==> config.mk <==
export PLATFORM = sky130hd
export DESIGN_NAME = node_exec_flat
export DESIGN_NICKNAME = d
export VERILOG_FILES = /design/src/rtl/node_exec_if.sv /design/src/rtl/node_exec.sv /design/src/flat_wrapper.sv
export SDC_FILE = /design/constraint.sdc
export NUM_CORES = 1
export LEC_CHECK = 0
export CAP_MARGIN = 20
export CORE_UTILIZATION = 46
export CTS_CLUSTER_DIAMETER = 150
export DETAILED_ROUTE_END_ITERATION = 8
export GPL_ROUTABILITY_DRIVEN = 0
export GPL_TIMING_DRIVEN = 1
export HOLD_SLACK_MARGIN = 0.05
export PLACE_DENSITY = 0.82
export SYNTH_ARGS = -nofsm -noshare
export SYNTH_HDL_FRONTEND = slang
export SYNTH_SLANG_ARGS = --single-unit
==> constraint.sdc <==
create_clock -name clk -period 3.8 [get_ports clk]
set_clock_uncertainty 0.05 [all_clocks]
set_input_delay 0.38 -clock clk [delete_from_list [all_inputs] [get_ports clk]]
set_output_delay 0.38 -clock clk [all_outputs]
set_load 0.005 [all_outputs]
==> src/rtl/node_exec_if.sv <==
// Port-side handshake bundle of one grid node: four inbound words with
// valid/ready, and one shared outbound word with per-port valid/ready.
interface node_exec_if;
  logic [43:0] in_data;
  logic [3:0]  in_valid;
  logic [3:0]  in_ready;
  logic [10:0] out_data;
  logic [3:0]  out_valid;
  logic [3:0]  out_ready;

  // Neighbours/environment drive inbound data and accept outbound data.
  modport master (
    output in_data, in_valid, out_ready,
    input  in_ready, out_data, out_valid
  );

  modport slave (
    input  in_data, in_valid, out_ready,
    output in_ready, out_data, out_valid
  );
endinterface

==> src/rtl/node_exec.sv <==
// node_exec: execution core of one grid node (ACC/BAK, port reads/writes, jumps).
// Define TIS_SAT_EN to clamp ADD/SUB/NEG results and IMM operands to [-999, 999].
module node_exec (
  input  logic               clk,
  input  logic               reset_n,
  input  logic [20:0]        opcode,
  node_exec_if.slave         ports,
  output logic [3:0]         op,
  output logic signed [10:0] acc,
  output logic signed [10:0] jmp_off,
  output logic               clk_en
);

  localparam logic [3:0] OP_NOP = 4'd0,  OP_MOV = 4'd1,  OP_SWP = 4'd2,
                         OP_SAV = 4'd3,  OP_ADD = 4'd4,  OP_SUB = 4'd5,
                         OP_NEG = 4'd6,  OP_JRO = 4'd12;

  localparam logic [2:0] SRC_IMM = 3'd0, SRC_ACC = 3'd1,
                         SRC_UP  = 3'd3, SRC_DOWN = 3'd4,
                         SRC_LEFT = 3'd5, SRC_RIGHT = 3'd6;
  localparam logic [2:0] DST_ACC = 3'd1;

  typedef enum logic {S_RUN, S_WR} state_t;

  function automatic logic signed [10:0] fit(input logic signed [11:0] v);
`ifdef TIS_SAT_EN
    if (v > 12'sd999)       return 11'sd999;
    else if (v < -12'sd999) return -11'sd999;
    else                    return v[10:0];
`else
    return v[10:0];
`endif
  endfunction

  // Port codes 3..6 map to in_data/in_valid lane 0..3 (UP, DOWN, LEFT, RIGHT).
  function automatic logic [1:0] port_idx(input logic [2:0] code);
    case (code)
      SRC_DOWN:  return 2'd1;
      SRC_LEFT:  return 2'd2;
      SRC_RIGHT: return 2'd3;
      default:   return 2'd0;
    endcase
  endfunction

  state_t              state_q, state_d;
  logic signed [10:0]  acc_q, acc_d, bak_q, bak_d;
  logic [10:0]         out_data_q;
  logic [1:0]          out_port_q;
  logic                load_out, clk_en_c;
  logic [3:0]          in_ready_c, out_valid_c;

  logic [3:0]          op_c;
  logic [2:0]          src, dst;
  logic signed [10:0]  imm, imm_eff, src_val;
  logic signed [11:0]  acc_x, src_x;
  logic [1:0]          src_idx, dst_idx;
  logic                src_is_port, dst_is_port, uses_src, src_ok;

  assign op_c        = opcode[20:17];
  assign src         = opcode[16:14];
  assign dst         = opcode[13:11];
  assign imm         = opcode[10:0];
  assign imm_eff     = fit({imm[10], imm});
  assign src_idx     = port_idx(src);
  assign dst_idx     = port_idx(dst);
  assign src_is_port = (src >= SRC_UP) && (src <= SRC_RIGHT);
  assign dst_is_port = (dst >= SRC_UP) && (dst <= SRC_RIGHT);
  assign uses_src    = op_c inside {OP_MOV, OP_ADD, OP_SUB, OP_JRO};
  assign src_ok      = !(uses_src && src_is_port) || ports.in_valid[src_idx];

  always_comb begin
    case (src)
      SRC_IMM:                          src_val = imm_eff;
      SRC_ACC:                          src_val = acc_q;
      SRC_UP, SRC_DOWN, SRC_LEFT,
      SRC_RIGHT:                        src_val = ports.in_data[11*src_idx +: 11];
      default:                          src_val = 11'sd0;
    endcase
  end

  // Sign-extended 12-bit operands keep the true sum visible before wrap/clamp.
  assign acc_x = {acc_q[10], acc_q};
  assign src_x = {src_val[10], src_val};

  always_comb begin
    // NOTE: every output of this block is defaulted first, so no branch can infer a latch.
    state_d     = state_q;
    clk_en_c    = 1'b0;
    in_ready_c  = '0;
    out_valid_c = '0;
    acc_d       = acc_q;
    bak_d       = bak_q;
    load_out    = 1'b0;
    case (state_q)
      S_RUN: begin
        if (uses_src && src_is_port) in_ready_c[src_idx] = 1'b1;
        if (src_ok) begin
          if (op_c == OP_MOV && dst_is_port) begin
            load_out = 1'b1;
            state_d  = S_WR;
          end else begin
            clk_en_c = 1'b1;
            case (op_c)
              OP_MOV: if (dst == DST_ACC) acc_d = src_val;
              OP_SWP: begin
                acc_d = bak_q;
                bak_d = acc_q;
              end
              OP_SAV: bak_d = acc_q;
              OP_ADD: acc_d = fit(acc_x + src_x);
              OP_SUB: acc_d = fit(acc_x - src_x);
              OP_NEG: acc_d = fit(12'sd0 - acc_x);
              default: ;  // NOP, jumps and codes 13-15 only advance the PC
            endcase
          end
        end
      end
      S_WR: begin
        out_valid_c[out_port_q] = 1'b1;
        if (ports.out_ready[out_port_q]) begin
          clk_en_c = 1'b1;
          state_d  = S_RUN;
        end
      end
      default: state_d = S_RUN;
    endcase
  end

  always_ff @(posedge clk or negedge reset_n) begin
    if (!reset_n) begin
      state_q    <= S_RUN;
      acc_q      <= '0;
      bak_q      <= '0;
      out_data_q <= '0;
      out_port_q <= '0;
    end else begin
      // NOTE: non-blocking assignments so every register samples pre-edge values.
      state_q <= state_d;
      acc_q   <= acc_d;
      bak_q   <= bak_d;
      if (load_out) begin
        out_data_q <= src_val;
        out_port_q <= dst_idx;
      end
    end
  end

  assign op              = op_c;
  assign acc             = acc_q;
  assign jmp_off         = (op_c == OP_JRO) ? src_val : imm;
  // Reset must silence clk_en at once, not at the next edge.
  assign clk_en          = clk_en_c & reset_n;
  assign ports.in_ready  = in_ready_c;
  assign ports.out_valid = out_valid_c;
  assign ports.out_data  = out_data_q;

endmodule

==> src/flat_wrapper.sv <==
// flat-port wrapper written by rule: the top's interface ports become plain ports
module node_exec_flat 
  (clk, reset_n, opcode, op, acc, jmp_off, clk_en, ports_in_data, ports_in_valid, ports_out_ready, ports_in_ready, ports_out_data, ports_out_valid);
  node_exec_if ports_i ();
  input  logic clk;
  input  logic reset_n;
  input  logic [20:0] opcode;
  output logic [3:0] op;
  output logic signed [10:0] acc;
  output logic signed [10:0] jmp_off;
  output logic clk_en;
  input wire logic [$bits(ports_i.in_data)-1:0] ports_in_data;
  input wire logic [$bits(ports_i.in_valid)-1:0] ports_in_valid;
  input wire logic [$bits(ports_i.out_ready)-1:0] ports_out_ready;
  output wire logic [$bits(ports_i.in_ready)-1:0] ports_in_ready;
  output wire logic [$bits(ports_i.out_data)-1:0] ports_out_data;
  output wire logic [$bits(ports_i.out_valid)-1:0] ports_out_valid;
  assign ports_i.in_data = ports_in_data;
  assign ports_i.in_valid = ports_in_valid;
  assign ports_i.out_ready = ports_out_ready;
  assign ports_in_ready = ports_i.in_ready;
  assign ports_out_data = ports_i.out_data;
  assign ports_out_valid = ports_i.out_valid;
  node_exec u_core (.clk(clk), .reset_n(reset_n), .opcode(opcode), .ports(ports_i), .op(op), .acc(acc), .jmp_off(jmp_off), .clk_en(clk_en));
endmodule
# == Word-level counts from Yosys, hierarchy flattened ==
# Cells that the tools add are included.
# totals
register_bits,36
in_bits,75
output_inout_bits,46
elab_cells,79
# classes
add_sub_neg,3
n_mul,1
n_lt_le_gt_ge,8
eq_ne,17
n_shift,1
n_mux,26
bitwise,3
n_reduce_logical,15
# op_table
operator,n
11-bit case mux with 5 select lines,1
44-bit by 7-bit variable part select with 11-bit output,1
11-bit case mux with 3 select lines,1
11-bit 2-to-1 mux,2
"3-bit equality test, second input constant",6
"4-bit by 3-bit equality test with 1-bit output, second input constant",3
4-bit 2-to-1 mux,3
2-bit case mux with 3 select lines,2
11-bit adder,1
1-bit 2-to-1 mux,11
"1-bit by 11-bit subtractor with 11-bit output, first input constant",1
11-bit subtractor,1
"4-bit by 2-bit equality test with 1-bit output, second input constant",2
"3-bit by 1-bit equality test with 1-bit output, second input constant",2
"3-bit by 2-bit greater-or-equal comparator with 1-bit output, second input constant",2
"3-bit <= comparator, second input constant",2
1-bit logical AND,6
"2-bit by 3-bit less-than comparator with 1-bit output, second input constant",2
"4-bit by 2-bit multiplier with 6-bit output, first input constant",1
5-bit AND reduction,1
5-bit nonzero test,1
1-bit binary-select mux with 2-bit select,2
1-bit demux with 2-bit select,2
"4-bit by 1-bit equality test with 1-bit output, second input constant",1
14 further kinds,17

# == Logic depth before layout (Yosys ltp) ==
# depth
word_depth,8
ltp_mapped,19
mapped_depth_nobuf,16

# == Least setup slack after synthesis ==
# Ideal clock, no wire load.
# synth_path
kind,input to register
startpoint,input opcode[14]
endpoint,"register u_core.acc_q[10], in the netlist u_core.acc[10]"
setup_ns,0.134
arrival_time_ns,3.568
required_ns,3.616
setup_slack_ns,0.049
cell_stages,17
path_buffers,2
path_cell_list,buf_6 -> buf_6 -> mux2_1 -> a221o_1 -> o21ai_1 -> ha_1 -> inv_1 -> o31ai_1 -> xor2_1 -> ha_1 -> o21ai_0 -> a21oi_1 -> o41ai_1 -> o21ai_0 -> and3_1 -> mux2i_1 -> o211ai_1
# synth_via
elab_chain_len,7
elab_cells_between_ends,24
cone_classes,2 x add/sub; 1 x mul; 2 x order compare; 5 x eq/ne; 1 x shift; 6 x mux; 7 x reduce/logical
# synth_rtl
item,line_no,text
"start, declared",flat_wrapper.sv:7,input logic [20:0] opcode;
3-bit equality test,"node_exec.sv:37, node_exec.sv:72",
2-bit case mux with 3 select lines,node_exec.sv:37,case (code)
4-bit by 2-bit multiplier with 6-bit output,node_exec.sv:76,SRC_RIGHT: src_val = ports.in_data[11*src_idx +: 11];
44-bit by 7-bit variable part select with 11-bit output,node_exec.sv:76,
11-bit case mux with 3 select lines,node_exec.sv:72,case (src)
11-bit subtractor (tied with other cells),node_exec.sv:111,OP_SUB: acc_d = fit(acc_x - src_x);
11-bit case mux with 5 select lines,node_exec.sv:103,case (op_c)
"end signal, assigned",node_exec.sv:132,acc_q <= '0;
"end signal, assigned",node_exec.sv:139,acc_q <= acc_d;
"end, declared",node_exec.sv:46,"logic signed [10:0] acc_q, acc_d, bak_q, bak_d;"
# Several ways; a longest one is shown, not always the timed one. The select of a mux whose other input is x is not followed.
# A chain may end at the register's enable or synchronous reset.

# == Worst setup path after layout ==
# layout_path
startpoint,input ports_in_data[23]
endpoint,"register u_core.acc_q[10], in the netlist u_core.acc[10]"
# layout_via
elab_chain_len,4
elab_cells_between_ends,6
cone_classes,2 x add/sub; 1 x shift; 3 x mux
# layout_rtl
item,line_no,text
"start, declared",flat_wrapper.sv:12,input wire logic [$bits(ports_i.in_data)-1:0] ports_in_data;
44-bit by 7-bit variable part select with 11-bit output (*),node_exec.sv:76,
11-bit case mux with 3 select lines (*),node_exec.sv:72,
11-bit subtractor (tied with other cells),node_exec.sv:111,
11-bit case mux with 5 select lines (*),node_exec.sv:103,
# Every way passes the cells marked *; elsewhere a longest branch is shown, timed or not. The select of a mux whose other input is x is not followed.

==> results.sh <==
export IMPL_outcome="finished clean"
export IMPL_p_seq_share_pct=28.6
export IMPL_drt_iter0_drc=422
export IMPL_tightest_slew_ps=922
export IMPL_drv_slew=0
export IMPL_hold_viol=0
export IMPL_fin_crit_sh_pct=94.9
export IMPL_cp_end_kind="register"
export IMPL_crit_fanout=3
export IMPL_synth_adder_area_share_pct=5.41
export IMPL_rsz0062_at_grt="false"
export IMPL_syn_nets=481
export IMPL_pin_count=121
export IMPL_portBuffers=120
export IMPL_synth_area_mux_share_pct=13.8
export IMPL_syn2layout_area_growth_pct=55.7
export IMPL_avgSynthCellArea_sq_um=8.61
export IMPL_dpl_hpwl_um=9410
export IMPL_path_cells="clkdlybuf4s50_1 > mux2_1 > a221o_1 > o21ai_2 > ha_2 > inv_1 > o31ai_2 > xor2_1 > ha_1 > o21ai_1 > a21oi_2 > o41ai_4 > o21ai_1 > and3_1 > mux2i_1 > o211ai_1"
export IMPL_grt_max_degree=37
export IMPL_synth_compound_area_share_pct=22.5
export IMPL_reg2reg_to="u_core.acc[10]$_DFFE_PN0P_"
export IMPL_n_fill_cell=459
export IMPL_ant_nets=0
export IMPL_cts_sink_count=36
export IMPL_maxCapViolCount=0
export IMPL_rr_worst_depth=15
export IMPL_crit_top_cell="o21ai_1"
export IMPL_slowest_delay_ps=410
export IMPL_yosysWarnings=0
export IMPL_synth_top_area_cell="dfrtp_1"
export IMPL_hold_path_startpoint="u_core.ports.out_data[2]$_DFFE_PN0P_"
export IMPL_cp_required_ps=3920
export IMPL_clk_pin_slew_worst_paths_ps=80
export IMPL_yosys_area_top_type_share_pct=26.7
export IMPL_tns_ps=0
export IMPL_worstSetupPathType="input port to register"
export IMPL_p_comb_share_pct=58.2
export IMPL_setup_violations=0
export IMPL_syn_cell_area_sq_mm=0.00338
export IMPL_synth_most_common_cell="nand2_1"
export IMPL_startpoint_type="input port"
export IMPL_drc=0
export IMPL_h_tree_depth=2
export IMPL_power_density_mw_per_mm2=430
export IMPL_clock_latency_ps=290
export IMPL_synth_top_family_by_area="compound AO/OA/AOI/OAI gates"
export IMPL_internal_power_uw=1380
export IMPL_layout_drive_gt1_share_pct=23.6
export IMPL_first_pass_iters=8
export IMPL_synthFlopType="dfrtp_1"
export IMPL_finalCriticalPeriod_ps=3600
export IMPL_synth_edf_count=0
export IMPL_total_leakage_power_uw=0.00227
export IMPL_yosys_top_cells_area="dfrtp_1 (27%), o21ai_0 (6.4%), mux2_2 (6.3%), nand2_1 (5.1%), ha_1 (4.8%)"
export IMPL_core_area_sq_mm=0.00694
export IMPL_r2r_setup_slack_ps=410
export IMPL_cts_root_buf="clkbuf_8"
export IMPL_ir_drop_v=0.000338
export IMPL_wirelength_um=12200
export IMPL_pwr_share_clk_pct=13.2
export IMPL_whs_path_depth=2
export IMPL_slew_headroom_pct=38.3
export IMPL_r2r_start="u_core.acc[3]$_DFFE_PN0P_"
export IMPL_finish_utilization_pct=75.7
export IMPL_synth_seq_area_share_pct=26.7
export IMPL_synth_seq_cells=36
export IMPL_die_width_um=87.7
export IMPL_synthTopCellsByCount="nand2_1 (46), o21ai_0 (43), dfrtp_1 (36)"
export IMPL_routedWlPerCell_um=18.4
export IMPL_cts_tree="built"
export IMPL_dieArea_sq_mm=0.00769
export IMPL_clockBufferDepth=2
export IMPL_crit_arrival_ps=3720
export IMPL_drt_vias_per_instance=5.97
export IMPL_fp_row_count=30
export IMPL_cts_buffers=5
export IMPL_die_y_um=87.7
export IMPL_vias=3957
export IMPL_ys_async_sr_fraction_pct=100
export IMPL_gr_total_overflow=0
export IMPL_synth_xor_area_share_pct=6.49
export IMPL_grtUsageTotal_pct=31.8
export IMPL_antenna_found_initial=0
export IMPL_postSynthCellCount=392
export IMPL_fmax_mhz=277
export IMPL_synth_simple_gate_area_share_pct=19.5
export IMPL_yosys_cell_types_count=62
export IMPL_switching_share_pct=38.9
export IMPL_grt_pass1_vias=3810
export IMPL_antenna_cells=0
export IMPL_slowest_stage="clkdlybuf4s50_1"
export IMPL_power_net_switching_uw=879
export IMPL_cts_hold_fix_buffers=0
export IMPL_initial_core_util_pct=48.6
export IMPL_grt_pass1_wl_um=18900
export IMPL_final_nets=655
export IMPL_holdPathEnd="u_core.ports.out_data[2]$_DFFE_PN0P_"
export IMPL_worstHoldPathType="register to register"
## registers in the layout, indices dropped and copies added, names as in the netlist
name and count:
u_core.ports.out_data 11, u_core.bak_q 11, u_core.acc 11, u_core.out_port_q 2, u_core.state_q 1
## what timing repair did
| item | 4_1_cts | 5_1_grt |
|---|---|---|
| cloned | 0 | 0 |
| pin swaps | 1 | 7 |
| gates resized for setup | 2 | 22 |
| buffers inserted | 0 | 1 |
| endpoints found under the setup margin | 3 | 4 |
| endpoints found under the hold margin | 0 | 0 |
## placed cells by master (no fill, tap or decap), drive strengths merged, types with 14 or more instances in the layout
| cell type | n |
|---|---|
| inv | 14 |
| clkdlybuf4s50 | 117 |
| a21oi | 14 |
| buf | 71 |
| mux2 | 25 |
| nand2 | 46 |
| nor2 | 32 |
| o21ai | 50 |
| dfrtp | 36 |
## logic make-up (layout without fill, tap and decap cells)
| family | Yosys count | count (layout) |
|---|---|---|
| and+or+nand+nor | 131 | 131 |
| AOI/OAI and AO/OA | 112 | 112 |
| muxes | 37 | 37 |
| buffers and inverters | 37 | 212 |
| DFF | 36 | 36 |
| xor gates and xnor gates | 25 | 25 |
| adders and majority gates | 14 | 14 |
## stage by stage
stage                     cell area, sq um  setup slack (ps)  std cells  hold WS, ps  total power (uW)
after floorplan                       3380              48.6        392         34.4              1230
after global placement                5080              -265        654          412              1810
after detailed placement              5080              -369        654          421              1850
after CTS                             5190              24.0        662          439              2180
after global routing                  5260              23.3        663          463              2390
final                                 5260               195        663          435              2260
## cell type report
class	count	area, sq um	area share, %
timing repair buffer	191	1740	33.1
clock inverter	2	13.8	0.262
inverter	13	48.8	0.928
multi-input combinational	319	2350	44.8
clock buffer	6	82.6	1.57
tap	96	120	2.29
sequential	36	901	17.1
## per-layer routing
metal	GRT usage (%)	vias to the layer above	part of all wire, %
li1	-	1789	-
met1	40.0	1894	40
met2	55.0	239	47
met3	5.00	35	9.2
met4	11.9	0	3.4
met5	0	-	0
## power groups by stage
stage	Sequential, uW	Clock, uW	Combinational (uW)
2_1_floorplan	626	0	609
3_3_place_gp	637	0	1170
3_5_place_dp	646	0	1210
4_1_cts	639	304	1240
5_1_grt	659	320	1410
6_report	646	298	1310
## worst max-delay path, delay by kind of cell
kind,cells,cell delay [ps]
compound gates,8,1460
xor+xnor,1,200
fa+ha+maj,2,500
buf+inv,2,490
mux,2,480
simple gates,1,210
## worst max path at each step
stage,to,start
4_1_cts,u_core.acc[10]$_DFFE_PN0P_,opcode[15]
2_1_floorplan,u_core.acc[10]$_DFFE_PN0P_,opcode[14]
6_report,u_core.acc[10]$_DFFE_PN0P_,ports_in_data[23]
3_3_place_gp,u_core.acc[10]$_DFFE_PN0P_,opcode[14]
3_5_place_dp,u_core.acc[10]$_DFFE_PN0P_,opcode[14]
5_1_grt,u_core.acc[10]$_DFFE_PN0P_,ports_in_data[22]
Power figures use the tool's default switching activity.
